===== config.mk =====
export PLATFORM = sky130hd
export DESIGN_NAME = tex_vram_arb_flat
export DESIGN_NICKNAME = d
export VERILOG_FILES = /design/src/rtl/tex_vram_arb_if.sv /design/src/rtl/tex_vram_arb.sv /design/src/flat_wrapper.sv
export SDC_FILE = /design/constraint.sdc
export NUM_CORES = 1
export LEC_CHECK = 0
export BUFFER_PORTS_ARGS = -buffer_cell sky130_fd_sc_hd__buf_2
export CORE_MARGIN = 2
export CORE_UTILIZATION = 55
export DETAILED_ROUTE_END_ITERATION = 10
export HOLD_SLACK_MARGIN = 0.08
export PLACE_DENSITY = 0.87
export SLEW_MARGIN = 20
export SYNTH_ARGS = -nofsm -noshare
export SYNTH_HDL_FRONTEND = slang
export SYNTH_SLANG_ARGS = --single-unit

===== constraint.sdc =====
create_clock -name clock -period 7.2 [get_ports clock]
set_clock_uncertainty 0.15 [all_clocks]
set_input_delay 0 -clock clock [delete_from_list [all_inputs] [get_ports clock]]
set_output_delay 0 -clock clock [all_outputs]
set_load 0.02 [all_outputs]

===== src/rtl/tex_vram_arb_if.sv =====
// Bus bundle for the texture VRAM arbiter: codebook fill port, texel read port and VRAM read port.
// The slave modport is the arbiter's view. The master modport is the view of the clients and the VRAM.
interface tex_vram_arb_if;
    logic        cb_req;
    logic [20:0] cb_base_addr;
    logic [8:0]  cb_len;
    logic        cb_busy;
    logic        cb_wr;
    logic [7:0]  cb_wr_idx;
    logic [63:0] cb_data;

    logic        tx_req;
    logic [20:0] tx_addr;
    logic        tx_ack;
    logic        tx_valid;
    logic [63:0] tx_data;

    logic        vram_rd;
    logic [20:0] vram_word_addr;
    logic        vram_wait;
    logic        vram_valid;
    logic [63:0] vram_din;

    logic        timeout_err;

    modport slave (
        input  cb_req, cb_base_addr, cb_len, tx_req, tx_addr,
               vram_wait, vram_valid, vram_din,
        output cb_busy, cb_wr, cb_wr_idx, cb_data, tx_ack, tx_valid, tx_data,
               vram_rd, vram_word_addr, timeout_err
    );

    modport master (
        output cb_req, cb_base_addr, cb_len, tx_req, tx_addr,
               vram_wait, vram_valid, vram_din,
        input  cb_busy, cb_wr, cb_wr_idx, cb_data, tx_ack, tx_valid, tx_data,
               vram_rd, vram_word_addr, timeout_err
    );
endinterface


===== src/rtl/tex_vram_arb.sv =====
// Shares one VRAM read port between codebook fill bursts and single texel word reads.
// At most one VRAM read is outstanding at a time.
//
// state    | meaning
// IDLE     | arbitrate between cb (request or pending) and tx
// CB_ISSUE | vram_rd held at base+index until accepted
// CB_WAIT  | waiting for the burst word, timer running
// TX_ISSUE | vram_rd held at latched texel address until accepted
// TX_WAIT  | waiting for the texel word, timer running
module tex_vram_arb #(
    parameter int TIMEOUT = 1023
) (
    input  logic          clock,
    input  logic          reset,
    tex_vram_arb_if.slave bus
);
    localparam int TW = $clog2(TIMEOUT + 1);
    localparam logic [TW-1:0] TMO_LOAD = TW'(TIMEOUT);
    localparam logic [TW-1:0] TMO_ONE  = TW'(1);

    typedef enum logic [2:0] {IDLE, CB_ISSUE, CB_WAIT, TX_ISSUE, TX_WAIT} state_t;

    state_t        state;
    logic          last_cb;
    logic          cb_pend;
    logic [20:0]   pend_base;
    logic [8:0]    pend_len;
    logic [20:0]   cb_base;
    logic [8:0]    cb_left;
    logic [7:0]    cb_idx;
    logic [TW-1:0] wait_cnt;

    logic [8:0]  req_len;
    logic        cb_win;
    logic [20:0] grant_base;
    logic [8:0]  grant_len;
    logic [7:0]  idx_next;

    assign req_len    = (bus.cb_len == 9'd0 || bus.cb_len > 9'd256) ? 9'd256 : bus.cb_len;
    // On a tie, tx wins only right after a cb burst, so neither side can starve.
    assign cb_win     = (bus.cb_req || cb_pend) && !(bus.tx_req && last_cb);
    assign grant_base = bus.cb_req ? bus.cb_base_addr : pend_base;
    assign grant_len  = bus.cb_req ? req_len : pend_len;
    assign idx_next   = cb_idx + 8'd1;

    always_ff @(posedge clock) begin
        if (reset) begin
            state              <= IDLE;
            last_cb            <= 1'b0;
            cb_pend            <= 1'b0;
            pend_base          <= '0;
            pend_len           <= '0;
            cb_base            <= '0;
            cb_left            <= '0;
            cb_idx             <= '0;
            wait_cnt           <= '0;
            bus.cb_busy        <= 1'b0;
            bus.cb_wr          <= 1'b0;
            bus.cb_wr_idx      <= '0;
            bus.cb_data        <= '0;
            bus.tx_ack         <= 1'b0;
            bus.tx_valid       <= 1'b0;
            bus.tx_data        <= '0;
            bus.vram_rd        <= 1'b0;
            bus.vram_word_addr <= '0;
            bus.timeout_err    <= 1'b0;
        end else begin
            bus.cb_wr    <= 1'b0;
            bus.tx_ack   <= 1'b0;
            bus.tx_valid <= 1'b0;

            // Capture cb_req whenever no burst is active; a grant below clears it again.
            if (bus.cb_req && !bus.cb_busy) begin
                cb_pend   <= 1'b1;
                pend_base <= bus.cb_base_addr;
                pend_len  <= req_len;
            end

            case (state)
                IDLE: begin
                    if (cb_win) begin
                        cb_pend            <= 1'b0;
                        last_cb            <= 1'b1;
                        bus.cb_busy        <= 1'b1;
                        cb_base            <= grant_base;
                        cb_left            <= grant_len;
                        cb_idx             <= 8'd0;
                        bus.vram_rd        <= 1'b1;
                        bus.vram_word_addr <= grant_base;
                        state              <= CB_ISSUE;
                    end else if (bus.tx_req) begin
                        last_cb            <= 1'b0;
                        bus.tx_ack         <= 1'b1;
                        bus.vram_rd        <= 1'b1;
                        bus.vram_word_addr <= bus.tx_addr;
                        state              <= TX_ISSUE;
                    end
                end
                CB_ISSUE, TX_ISSUE: begin
                    if (!bus.vram_wait) begin
                        bus.vram_rd <= 1'b0;
                        wait_cnt    <= TMO_LOAD;
                        state       <= (state == CB_ISSUE) ? CB_WAIT : TX_WAIT;
                    end
                end
                CB_WAIT: begin
                    if (bus.vram_valid) begin
                        bus.cb_wr     <= 1'b1;
                        bus.cb_data   <= bus.vram_din;
                        bus.cb_wr_idx <= cb_idx;
                        cb_idx        <= idx_next;
                        cb_left       <= cb_left - 9'd1;
                        if (cb_left == 9'd1) begin
                            bus.cb_busy <= 1'b0;
                            state       <= IDLE;
                        end else begin
                            bus.vram_rd        <= 1'b1;
                            bus.vram_word_addr <= cb_base + {13'd0, idx_next};
                            state              <= CB_ISSUE;
                        end
                    end else if (wait_cnt == TMO_ONE) begin
                        bus.timeout_err <= 1'b1;
                        bus.cb_busy     <= 1'b0;
                        cb_pend         <= 1'b0;
                        state           <= IDLE;
                    end else begin
                        wait_cnt <= wait_cnt - TMO_ONE;
                    end
                end
                TX_WAIT: begin
                    if (bus.vram_valid) begin
                        bus.tx_valid <= 1'b1;
                        bus.tx_data  <= bus.vram_din;
                        state        <= IDLE;
                    end else if (wait_cnt == TMO_ONE) begin
                        bus.timeout_err <= 1'b1;
                        bus.tx_valid    <= 1'b1;
                        bus.tx_data     <= '0;
                        state           <= IDLE;
                    end else begin
                        wait_cnt <= wait_cnt - TMO_ONE;
                    end
                end
                default: state <= IDLE;
            endcase
        end
    end
endmodule


===== src/flat_wrapper.sv =====
// flat-port wrapper written by rule: the top's interface ports become plain ports
module tex_vram_arb_flat 
#(
    parameter int TIMEOUT = 1023
)
  (clock, reset, bus_cb_req, bus_cb_base_addr, bus_cb_len, bus_tx_req, bus_tx_addr, bus_vram_wait, bus_vram_valid, bus_vram_din, bus_cb_busy, bus_cb_wr, bus_cb_wr_idx, bus_cb_data, bus_tx_ack, bus_tx_valid, bus_tx_data, bus_vram_rd, bus_vram_word_addr, bus_timeout_err);
  tex_vram_arb_if bus_i ();
  input  logic clock;
  input  logic reset;
  input wire logic [$bits(bus_i.cb_req)-1:0] bus_cb_req;
  input wire logic [$bits(bus_i.cb_base_addr)-1:0] bus_cb_base_addr;
  input wire logic [$bits(bus_i.cb_len)-1:0] bus_cb_len;
  input wire logic [$bits(bus_i.tx_req)-1:0] bus_tx_req;
  input wire logic [$bits(bus_i.tx_addr)-1:0] bus_tx_addr;
  input wire logic [$bits(bus_i.vram_wait)-1:0] bus_vram_wait;
  input wire logic [$bits(bus_i.vram_valid)-1:0] bus_vram_valid;
  input wire logic [$bits(bus_i.vram_din)-1:0] bus_vram_din;
  output wire logic [$bits(bus_i.cb_busy)-1:0] bus_cb_busy;
  output wire logic [$bits(bus_i.cb_wr)-1:0] bus_cb_wr;
  output wire logic [$bits(bus_i.cb_wr_idx)-1:0] bus_cb_wr_idx;
  output wire logic [$bits(bus_i.cb_data)-1:0] bus_cb_data;
  output wire logic [$bits(bus_i.tx_ack)-1:0] bus_tx_ack;
  output wire logic [$bits(bus_i.tx_valid)-1:0] bus_tx_valid;
  output wire logic [$bits(bus_i.tx_data)-1:0] bus_tx_data;
  output wire logic [$bits(bus_i.vram_rd)-1:0] bus_vram_rd;
  output wire logic [$bits(bus_i.vram_word_addr)-1:0] bus_vram_word_addr;
  output wire logic [$bits(bus_i.timeout_err)-1:0] bus_timeout_err;
  assign bus_i.cb_req = bus_cb_req;
  assign bus_i.cb_base_addr = bus_cb_base_addr;
  assign bus_i.cb_len = bus_cb_len;
  assign bus_i.tx_req = bus_tx_req;
  assign bus_i.tx_addr = bus_tx_addr;
  assign bus_i.vram_wait = bus_vram_wait;
  assign bus_i.vram_valid = bus_vram_valid;
  assign bus_i.vram_din = bus_vram_din;
  assign bus_cb_busy = bus_i.cb_busy;
  assign bus_cb_wr = bus_i.cb_wr;
  assign bus_cb_wr_idx = bus_i.cb_wr_idx;
  assign bus_cb_data = bus_i.cb_data;
  assign bus_tx_ack = bus_i.tx_ack;
  assign bus_tx_valid = bus_i.tx_valid;
  assign bus_tx_data = bus_i.tx_data;
  assign bus_vram_rd = bus_i.vram_rd;
  assign bus_vram_word_addr = bus_i.vram_word_addr;
  assign bus_timeout_err = bus_i.timeout_err;
  tex_vram_arb #(.TIMEOUT(TIMEOUT)) u_core (.clock(clock), .reset(reset), .bus(bus_i));
endmodule

Word-level counts from Yosys, hierarchy flattened:

Index checks and enable logic that the tools add are counted.

* equality and inequality tests: 15
* reductions and logical operators: 30
* add/subtract/negate cells: 4
* magnitude comparators: 1
* mux-type cells: 51
* bitwise operators: 4

Operator list (count)
* 64-bit 2-to-1 mux: 2
* 21-bit 2-to-1 mux: 5
* 21-bit case mux with 2 select lines: 1
* 9-bit 2-to-1 mux: 4
* 10-bit 2-to-1 mux: 3
* 21-bit by 8-bit adder with 21-bit output: 1
* 3-bit 2-to-1 mux: 7
* 1-bit 2-to-1 mux: 20
* 10-bit case mux with 2 select lines: 1
* 9-bit case mux with 2 select lines: 1
* 8-bit 2-to-1 mux: 2
* 8-bit case mux with 2 select lines: 1
* 3-bit case mux with 4 select lines: 1
* 4-bit AND reduction: 3
* 10-bit by 1-bit equality test with 1-bit output (second input constant): 1
* 2-bit inequality test (second input constant): 5
* 2-bit AND reduction: 5
* 10-bit by 1-bit subtractor with 10-bit output (second input constant): 1
* 9-bit by 1-bit equality test with 1-bit output (second input constant): 1
* 9-bit > comparator (second input constant): 1
* 9-bit logical NOT: 1
* 3-bit by 2-bit inequality test with 1-bit output (second input constant): 3
* 9-bit by 1-bit subtractor with 9-bit output (second input constant): 1
* 8-bit by 1-bit adder with 8-bit output (second input constant): 1
* 17 further kinds: 33

* flip-flop bits (word level): 246
* input bits: 121
* word-level logic and storage cells: 124

Longest topological paths before layout:

* depth after elaboration: 6
* mapped depth: 10

Worst setup path after synthesis:

No wires, ideal clock.

* path kind: register -> register
* from: register u_core.cb_idx[0]
* to: register u_core.bus.vram_word_addr[9] in the netlist's numbering
* data required time: 6947 ps
* library setup time: 103 ps
* buffers on the path: 0
* slack: 4401 ps
* arrival time: 2546 ps
* cell stages (with the launch flop): 11
* path through: dfxtp_1 > ha_1 > nand3_1 > nor2_1 > xor2_1 > ha_1 > a21oi_1 > o211ai_2 > a21oi_2 > mux2i_1 > a2111oi_2

* cells in the longest elaborated chain, start to end: 5

Ends and longest elaborated chain
* from (decl): line tex_vram_arb.sv:30 `logic [7:0] cb_idx;`
* from (signal assigned): line tex_vram_arb.sv:111 `cb_idx <= idx_next;`
* 8-bit by 1-bit adder with 8-bit output: line tex_vram_arb.sv:44 `assign idx_next = cb_idx + 8'd1;`
* 21-bit by 8-bit adder with 21-bit output: line tex_vram_arb.sv:118 `bus.vram_word_addr <= cb_base + {13'd0, idx_next};`
* 21-bit 2-to-1 mux: line tex_vram_arb.sv:113 `if (cb_left == 9'd1) begin`
* 21-bit 2-to-1 mux: line tex_vram_arb.sv:107 `if (bus.vram_valid) begin`
* 21-bit case mux with 2 select lines: line tex_vram_arb.sv:79 `case (state)`
* to (signal assigned): line tex_vram_arb.sv:89 `bus.vram_word_addr <= grant_base;`
* to (signal assigned): line tex_vram_arb.sv:95 `bus.vram_word_addr <= bus.tx_addr;`
* to (signal assigned): line tex_vram_arb.sv:118
* to (decl): line tex_vram_arb_if.sv:30 `vram_rd, vram_word_addr, timeout_err`

Every way passes these cells. The select of a mux whose other input is x is not followed.
A chain may end at the register's enable or synchronous reset.

Worst setup path after layout:

* from: register u_core.cb_idx[0]
* to: register u_core.bus.vram_word_addr[20] in the netlist's numbering

Same word-level chain as after synthesis.

==> impl_metrics.env <==
export IMPL_min_from="bus_vram_din[32]"
export IMPL_grt_pass1_vias=10300
export IMPL_rsz0062_at_grt="no"
export IMPL_synth_most_common_cell="dfxtp_1"
export IMPL_yosys_warnings=0
export IMPL_antenna_found_initial=9
export IMPL_power_density_nw_per_um2=279
export IMPL_synth_area_leaders="dfxtp_1, nand2_1, a21oi_1"
export IMPL_synth_top_area_cell="dfxtp_1"
export IMPL_drv_slew=0
export IMPL_cts_clk_slew_worst_paths_ns=0.07
export IMPL_worst_path_buf_inv=1
export IMPL_root_buffer="clkbuf_16"
export IMPL_routed_via_density=6.04
export IMPL_ios=284
export IMPL_cts_resized=0
export IMPL_maxCapViolCount=0
export IMPL_period_needed_ns=3.60
export IMPL_cp_start_kind="register"
export IMPL_grt_pass1_wl_um=54600
export IMPL_fin_setup_tns_ns=0
export IMPL_die_h_um=141
export IMPL_synthXorXnorAreaFrac=0.0152
export IMPL_grt_usage=0.338
export IMPL_slew_headroom=0.246
export IMPL_final_layout_size_suffix_gt1_frac=0.241
export IMPL_post_route_util=0.754
export IMPL_vias=10900
export IMPL_cts_setup_buffers=0
export IMPL_p_leak_nw=6.04
export IMPL_reg2reg_from="u_core.cb_idx[0]"
export IMPL_synth_simple_area_share=0.187
export IMPL_hold_path_end="u_core.bus.tx_data[32]"
export IMPL_dp_hpwl_um=19600
export IMPL_grt_overflow_total=0
export IMPL_cts_max_path_buffers=3
export IMPL_design_die_area_um2=20000
export IMPL_r2r_end="u_core.bus.vram_word_addr[20]"
export IMPL_synth_compound_area_frac=0.221
export IMPL_rr_worst_depth=11
export IMPL_placed_cells=1608
export IMPL_synth_top_family_by_area="compound AO/OA/AOI/OAI gates"
export IMPL_fmaxAchievable_mhz=278
export IMPL_syn_num_nets=1307
export IMPL_endpoint_kind="register"
export IMPL_final_antenna_net_count=0
export IMPL_synthFlopType="dfxtp_1"
export IMPL_synth_top_area_share=0.474
export IMPL_critPathMaxStageDelay_ns=0.56
export IMPL_clock_latency_ns=0.53
export IMPL_fillCellCount=1220
export IMPL_tightest_slew_ns=1.13
export IMPL_grt_max_degree=100
export IMPL_synthArstFlopShare=0
export IMPL_slowest_stage="dlygate4sd3_1"
export IMPL_wl_per_cell_um=20.1
export IMPL_power_mw=3.93
export IMPL_hold_class="in2reg"
export IMPL_netlist_top_cells_count="dfxtp_1, nand2_1, a21oi_1, nor2_1, a22o_1"
export IMPL_r2r_slack_ns=3.60
export IMPL_critPathRequiredTime_ns=7.52
export IMPL_synth_mux_area_fraction=0.0331
export IMPL_worstSetupPathType="reg2reg"
export IMPL_path_cells="ha_1, nand3_1, nor2_1, xor2_1, ha_1, a21o_1, nor2b_1, a21o_1, or4_1, a31oi_1, dlygate4sd3_1"
export IMPL_ir_worst_vdd_uv=205
export IMPL_clkSinkCount=246
export IMPL_critPathTopFamily="simple AND/OR/NAND/NOR gates"
export IMPL_drc=0
export IMPL_cts_buffers=27
export IMPL_finalSetupViolations=0
export IMPL_start_util=0.557
export IMPL_finalHoldViolCount=0
export IMPL_htree_levels=1
export IMPL_synth_edf_count=0
export IMPL_synth_fa_ha_area_frac=0.0212
export IMPL_syn_area_um2=10400
export IMPL_seqCellArea_um2=4920
export IMPL_crit_arrival_ns=3.91
export IMPL_gp_congestion=0.911
export IMPL_finalCritPeriodShare=0.499
export IMPL_die_w_um=141
export IMPL_syn_to_final_growth_pct=35.3
export IMPL_ys_seq_area_frac=0.474
export IMPL_hold_depth=3
export IMPL_synthCells=1169
export IMPL_finalNonFillerCells=1802
export IMPL_cts_tree="yes"
export IMPL_ys_types=74
export IMPL_status="completed"
export IMPL_core_um2=18600
export IMPL_drtPass1Iterations=5
export IMPL_syn_avg_cell_area_um2=8.89
export IMPL_drt_iter0_markers=809
export IMPL_crit_path_max_fanout=9
export IMPL_multi_input_area_um2=5000
export IMPL_final_nets=1677
export IMPL_drt_total_wl_um=36200
export IMPL_portBuffers=283
export IMPL_synth_seq_cells=246
export IMPL_fin_hold_ws_ns=0.0975
export IMPL_num_rows=50
==> registers in the layout, indices dropped and copies added, names as in the netlist, 3 cells and up <==
name                       flops
u_core.bus.cb_data            64
u_core.bus.tx_data            64
u_core.pend_len                9
u_core.bus.vram_word_addr     21
u_core.bus.cb_wr_idx           8
u_core.cb_idx                  8
u_core.wait_cnt               10
u_core.cb_base                21
u_core.state                   3
u_core.pend_base              21
u_core.cb_left                 9
==> metrics by stage <==
stage / instance area (um^2) / setup WS [ns]
global route: 14100 / 3.45
finish: 14100 / 3.60
global placement: 11700 / 4.16
detailed placement: 11700 / 4.00
CTS: 14000 / 3.69
floorplan: 10400 / 4.40
==> area by class of cell <==
class | instances | share of cell area
antenna | 9 | 0.00160
clock buffer | 33 | 0.0518
clock inverter | 16 | 0.0138
inverter | 12 | 0.00321
multi-input combinational | 825 | 0.356
sequential | 246 | 0.350
tap | 234 | 0.0208
timing repair buffer | 427 | 0.202
==> cells by family (layout without fill, tap and decap cells) <==
| family | after synthesis | in the layout |
|---|---|---|
| muxes | 34 | 34 |
| DFF | 246 | 246 |
| buffers and inverters | 98 | 488 |
| AOI/OAI and AO/OA | 335 | 335 |
| other | 0 | 9 |
| and+or+nand+nor | 421 | 421 |
| adders and majority gates | 17 | 17 |
| xor gates and xnor gates | 18 | 18 |
==> cell usage in the layout, fill, tap and decap left out, drive strengths merged, types with 9 or more instances in the layout <==
master,count
buf,291
dfxtp,246
nand2,234
dlygate4sd3,136
a21oi,135
nor2,82
a22o,69
a211oi,51
clkbuf,33
mux2i,31
nor3,27
o21ai,23
ha,16
nand3,15
inv,15
nor2b,14
xor2,10
nor4,10
diode,9
a31oi,9
o211ai,9
==> per-layer routing <==
metal,routed length (um),GRT usage,up-vias
li1,-,-,4913
met1,13400,0.397,5091
met2,17500,0.580,712
met3,3250,0.0699,169
met4,2090,0.186,0
met5,0,0,-
==> how the worst max path moves through the flow <==
| stage | start | end | slack [ns] | cells past startpoint |
|---|---|---|---|---|
| detailed placement | u_core.cb_idx[0] | u_core.bus.vram_word_addr[9] | 4.00 | 10 |
| global route | u_core.cb_idx[0] | u_core.bus.vram_word_addr[20] | 3.45 | 11 |
| global placement | u_core.cb_idx[0] | u_core.bus.vram_word_addr[9] | 4.16 | 10 |
| finish | u_core.cb_idx[0] | u_core.bus.vram_word_addr[20] | 3.60 | 11 |
| floorplan | u_core.cb_idx[0] | u_core.bus.vram_word_addr[9] | 4.40 | 10 |
| CTS | u_core.cb_idx[0] | u_core.bus.vram_word_addr[20] | 3.69 | 11 |
==> repair_timing <==
| action | CTS | global route |
|---|---|---|
| hold buffers | 136 | 0 |
| setup endpoints to repair | 0 | 0 |
| hold endpoints to repair | 239 | 0 |
==> tightest hold or removal path, stage by stage <==
cell	delay, ns
dlygate4sd3_1	0.52
buf_2	0.12
a22o_1	0.12
==> where the power goes <==
part	total (mW)	internal, mW	switching, mW
logic	0.869	0.329	0.540
registers	1.61	1.49	0.124
clock network	1.45	0.865	0.581
Note: power is estimated with default switching activity, not from simulation.
